<file path="config.mk">
export PLATFORM = sky130hd
export DESIGN_NAME = gshare_branch_predictor
export DESIGN_NICKNAME = d
export VERILOG_FILES = /design/src/rtl/bp_pkg.sv /design/src/rtl/bp_pht.sv /design/src/rtl/gshare_branch_predictor.sv
export SDC_FILE = /design/constraint.sdc
export NUM_CORES = 2
export LEC_CHECK = 0
export BUFFER_PORTS_ARGS = -buffer_cell sky130_fd_sc_hd__buf_2
export CORE_MARGIN = 2
export CORE_UTILIZATION = 60
export CTS_CLUSTER_SIZE = 28
export DETAILED_ROUTE_END_ITERATION = 7
export HOLD_SLACK_MARGIN = 0.1
export PLACE_DENSITY_LB_ADDON = 0.08
export SLEW_MARGIN = 0
export SYNTH_ARGS = -nofsm -noshare
export SYNTH_HDL_FRONTEND = slang
export SYNTH_HIERARCHICAL = 1
export SYNTH_SLANG_ARGS = --single-unit
</file>
<file path="constraint.sdc">
create_clock -name Clk -period 24.5 [get_ports Clk]
set_input_delay 4.9 -clock Clk [delete_from_list [all_inputs] [get_ports Clk]]
set_output_delay 4.9 -clock Clk [all_outputs]
set_load 0.01 [all_outputs]
</file>
<file path="src/rtl/bp_pkg.sv">
// Shared types and helpers for the gshare branch predictor: PHT index hashing,
// saturating counter arithmetic and the weakly-not-taken init value.
package bp_pkg;

   typedef enum logic {CLEAR = 1'b0, RUN = 1'b1} state_t;

   // Weakly-not-taken value for an n-bit counter: MSB clear, all lower bits set.
   function automatic logic [31:0] wnt(input int unsigned n);
      return (32'd1 << (n - 1)) - 32'd1;
   endfunction

   function automatic logic [31:0] idx(input logic [31:0] pc, input logic [31:0] hist,
                                       input int unsigned mode, input int unsigned m,
                                       input int unsigned r);
      logic [31:0] pcb;
      logic [31:0] h;
      pcb = (pc >> 2) & ((32'd1 << r) - 32'd1);
      h   = hist & ((32'd1 << m) - 32'd1);
      if (mode == 0)
         return (pcb << m) | h;
      return pcb ^ h;
   endfunction

   function automatic logic [31:0] sat_inc(input logic [31:0] c, input int unsigned n);
      logic [31:0] max_v;
      max_v = (32'd1 << n) - 32'd1;
      return (c >= max_v) ? max_v : c + 32'd1;
   endfunction

   function automatic logic [31:0] sat_dec(input logic [31:0] c);
      return (c == 32'd0) ? 32'd0 : c - 32'd1;
   endfunction

endpackage

</file>
<file path="src/rtl/bp_pht.sv">
// Pattern history table: 2^IW x N counter array, one write port shared between
// the clear sequencer and branch updates, two asynchronous read ports.
module bp_pht #(
   parameter int N  = 2,
   parameter int IW = 10
) (
   input  logic          Clk,
   input  logic          clr_en,
   input  logic [IW-1:0] clr_ptr,
   input  logic [N-1:0]  clr_val,
   input  logic          wr_en,
   input  logic [IW-1:0] wr_idx,
   input  logic [N-1:0]  wr_data,
   input  logic [IW-1:0] rd_a_idx,
   output logic [N-1:0]  rd_a,
   input  logic [IW-1:0] rd_b_idx,
   output logic [N-1:0]  rd_b
);

   logic [N-1:0] mem [2**IW];

   // Clearing owns the write port; updates are dropped until the table is initialised.
   always_ff @(posedge Clk) begin
      if (clr_en)
         mem[clr_ptr] <= clr_val;
      else if (wr_en)
         mem[wr_idx] <= wr_data;
   end

   assign rd_a = mem[rd_a_idx];
   assign rd_b = mem[rd_b_idx];

endmodule

</file>
<file path="src/rtl/gshare_branch_predictor.sv">
// Gshare / bimodal branch predictor with speculative global history, mispredict
// repair and a hardware clear of the PHT after every reset.
module gshare_branch_predictor
   import bp_pkg::*;
#(
   parameter int M         = 2,
   parameter int N         = 2,
   parameter int R         = 8,
   parameter int HASH_MODE = 0,
   localparam int HW       = (M == 0) ? 1 : M,
   localparam int IW       = (HASH_MODE == 0) ? R + M : R
) (
   input  logic          Clk,
   input  logic          Reset,
   input  logic          Pred_valid,
   input  logic [31:0]   Pred_pc,
   output logic          Pred_taken,
   output logic          Pred_ack,
   output logic [HW-1:0] Pred_hist,
   input  logic          Upd_valid,
   input  logic [31:0]   Upd_pc,
   input  logic [HW-1:0] Upd_hist,
   input  logic          Upd_taken,
   input  logic          Upd_mispredict,
   output logic          Busy
);

   state_t        state;
   logic [IW-1:0] clr_ptr;
   logic [HW-1:0] ghr;
   logic [IW-1:0] pred_idx_p0;
   logic [IW-1:0] upd_idx_p0;
   logic [N-1:0]  pred_ctr_p0;
   logic [N-1:0]  upd_ctr_p0;
   logic [N-1:0]  upd_next_p0;
   logic          pred_bit_p0;
   logic          clr_en;
   logic          wr_en;

   assign pred_idx_p0 = IW'(idx(Pred_pc, 32'(ghr), HASH_MODE, M, R));
   assign upd_idx_p0  = IW'(idx(Upd_pc, 32'(Upd_hist), HASH_MODE, M, R));
   assign pred_bit_p0 = pred_ctr_p0[N-1];
   assign upd_next_p0 = Upd_taken ? N'(sat_inc(32'(upd_ctr_p0), N))
                                  : N'(sat_dec(32'(upd_ctr_p0)));
   assign clr_en      = (state == CLEAR);
   assign wr_en       = (state == RUN) && Upd_valid;

   bp_pht #(.N(N), .IW(IW)) u_pht (
      .Clk      (Clk),
      .clr_en   (clr_en),
      .clr_ptr  (clr_ptr),
      .clr_val  (N'(wnt(N))),
      .wr_en    (wr_en),
      .wr_idx   (upd_idx_p0),
      .wr_data  (upd_next_p0),
      .rd_a_idx (pred_idx_p0),
      .rd_a     (pred_ctr_p0),
      .rd_b_idx (upd_idx_p0),
      .rd_b     (upd_ctr_p0)
   );

   // p0 -> p1: registered prediction and history bookkeeping
   always_ff @(posedge Clk) begin
      if (Reset) begin
         state      <= CLEAR;
         clr_ptr    <= '0;
         Busy       <= 1'b1;
         Pred_ack   <= 1'b0;
         Pred_taken <= 1'b0;
         Pred_hist  <= '0;
         ghr        <= '0;
      end else begin
         case (state)
            CLEAR: begin
               Pred_ack <= 1'b0;
               clr_ptr  <= clr_ptr + IW'(1);
               if (clr_ptr == '1) begin
                  state <= RUN;
                  Busy  <= 1'b0;
               end
            end
            RUN: begin
               Pred_ack <= Pred_valid;
               if (Pred_valid) begin
                  Pred_taken <= pred_bit_p0;
                  Pred_hist  <= ghr;
               end
               // Repair from the resolved branch wins over a same-cycle speculative shift.
               if (M > 0) begin
                  if (Upd_valid && Upd_mispredict)
                     ghr <= (Upd_hist << 1) | HW'(Upd_taken);
                  else if (Pred_valid)
                     ghr <= (ghr << 1) | HW'(pred_bit_p0);
               end
            end
            default: state <= CLEAR;
         endcase
      end
   end

endmodule
</file>
==> results.cfg <==
[run_status]
outcome = complete, no violations

[logic_synthesis]
synth.avg_cell_area_um2 = 16.3
netlist_area_mm2 = 0.0938
synth_fp_nets = 5816
yosysWarnings = 6
synthCells = 5743

[floorplan]
dieArea_mm2 = 0.159
fp.dieH_um = 399
core_mm2 = 0.156
die_w_um = 399
start_util_pct = 60.3
io_pins = 77
num_rows = 145

[worst_setup_path]
crit_chain = buf_8 -> buf_4 -> nand2b_4 -> buf_4 -> o221ai_1 -> o22ai_1 -> nor3_1 -> nor3_1 -> o21ai_0 -> a32oi_1 -> o221ai_1 -> inv_1 -> maj3_1 -> nand2_1 -> nand2_4 -> buf_4 -> buf_4 -> buf_4
critPathKind = input pin to register
start_kind = input pin
r2r_cells = 12
reg2reg_to = u_pht/mem[631][0]
cp-startpoint = Upd_hist[1]
crit_path_max_incr_delay_ns = 1.00
critPathMaxFanout = 117
critPathTopFamily = buffers and inverters
crit_path_top_delay_cell = buf_4
reg2reg_slack_ns = 17.18
worstPathBufferInverterCount = 7
arrival_ns = 13.74
critPathCaptureType = register
worst_r2r_startpoint = u_pht/mem[425][0]
cp.required_ns = 24.96
crit_top_cell = buf_4

[power]
p_int_mw = 5.74
p_total_mw = 7.36
peakVddDrop_v = 0.0000770
power_switching_mw = 1.63
pwr-share-comb_pct = 5.7
leakage_nw = 30.5
p_sw_share_pct = 22.1
clkPwrFrac_pct = 41.4
power.share.sequential_pct = 52.8
powerDensity_mw_per_mm2 = 72.8

[placement]
numPortBuffers = 28
dpl_worst_slack_ns = 10.48
dp_hpwl_um = 155000
routabilityCongestion = 0.874

[timing]
hold_viol_final = 0
period_minus_slack_ns = 13.29
setup_violations = 0
max_freq_mhz = 75.3
rsz0062_at_grt = false
slew_headroom_pct = 9.08
worst_slack_ns = 11.21
drv_slew = 0
setup_tns_ns = 0
finalCritPeriodShare_pct = 54.2
skew_ns = 0.0288
worstMarginPinSlew_ns = 1.36

[hold_path]
hold_start = Pred_hist[0]
hold_depth = 2
min_path_type = register to register
min_to = Pred_hist[0]

[routing]
wl_um = 283000
drc = 0
vias_per_cell = 7.25
antenna_left = 0
wl_per_cell_um = 36.4
vias = 56271
dr.pass1.iters = 7
drt-initial-drc-count = 8667

[clock_tree]
cts.sinks = 2066
cts_tree = yes
max-clock-path-buffers = 3
clock_latency_ns = 0.84
cts_root_buffer = clkbuf_16
cts_post_setup_buffers_inserted = 0
clk_pin_slew_ns = 0.06
htreeDepth = 4
hold_buffers = 0
cts_resized = 0
cts_buffers = 208

[grt]
overflow = 0
grt_pass1_wl_um = 398000
grtUsageTotal_pct = 35.8
grt_pass1_vias = 55117
antenna_found_initial = 15
grt_start_max_net_pins = 270

[finish]
nets = 5609
drive_gt1_share_pct = 20.4
syn2layout_area_growth_pct = 7.90

[job]
cap_violations = 0
## how the worst max path moves through the flow
stage                                    to  depth (start not counted)
after global placement    u_pht/mem[342][0]                         18
after detailed placement  u_pht/mem[505][0]                         18
final                     u_pht/mem[631][0]                         18
after floorplan             u_pht/mem[0][0]                         14
after global routing      u_pht/mem[343][0]                         16
after CTS                 u_pht/mem[706][0]                         18
## area by class of cell
class                   count  area [um^2]
fillers                 11001        54500
well taps                2058         2570
multi-input cells        3087        29000
clock buffers             262         5520
inverters                  18         70.1
repair buffers            155         1260
clock inverters           108          911
diodes                      8         20.0
flip-flops and latches   2066        61900
## metal layers
metal  wire, um  part of all wire, %  track usage, %
met3      37200                   13            9.14
met1     102000                   36            50.3
met4      13100                  4.6            14.2
met2     130000                   46            54.4
met5        113                0.040               0
## cells in the final DEF (no fill, tap or decap), drive strengths merged, types with 5 or more instances in the layout
| master | count |
|---|---|
| a211o | 6 |
| a211oi | 9 |
| a21oi | 139 |
| a221oi | 12 |
| a22o | 5 |
| a22oi | 98 |
| a31oi | 13 |
| and2 | 14 |
| and3 | 9 |
| buf | 155 |
| bufinv | 13 |
| clkbuf | 262 |
| clkinv | 85 |
| clkinvlp | 6 |
| dfxtp | 18 |
| diode | 8 |
| edfxtp | 2048 |
| inv | 22 |
| mux2 | 7 |
| mux2i | 310 |
| mux4 | 670 |
| nand2 | 178 |
| nand2b | 19 |
| nand3 | 51 |
| nand3b | 7 |
| nand4 | 12 |
| nor2 | 1091 |
| nor2b | 24 |
| nor3 | 49 |
| nor3b | 6 |
| nor4 | 15 |
| o21ai | 60 |
| o221ai | 126 |
| o22ai | 76 |
| o31ai | 9 |
| or2 | 8 |
| or3 | 8 |
## metrics by stage
step	util (%)	cells	hold slack, ns	area, um^2
6_report	65.0	7762	0.458	101000
5_1_grt	65.0	7754	0.475	101000
4_1_cts	65.0	7754	0.461	101000
3_5_place_dp	60.9	7384	0.451	94700
3_3_place_gp	60.9	7384	0.448	94700
2_1_floorplan	-	5743	0.470	93800
## registers in the layout, summed over array words and instances (netlist names)
signal	count
Busy	1
Pred_ack	1
Pred_hist	2
Pred_taken	1
clr_ptr	10
ghr	2
state	1
u_pht/mem	2048
## power groups by stage
stage / logic [mW] / registers (mW) / clock network, mW
after floorplan: 0.247 / 4.04 / 0
after global placement: 0.410 / 3.96 / 0
after detailed placement: 0.412 / 3.96 / 0
after CTS: 0.413 / 3.89 / 3.07
after global routing: 0.435 / 3.89 / 3.21
final: 0.423 / 3.89 / 3.05
## tightest hold or removal path: cells and delay by family (launching register included)
family | cells | cell delay, ns
compound gates | 1 | 0.05
flops | 1 | 0.31
simple gates | 1 | 0.05
Power figures use the tool's default switching activity.
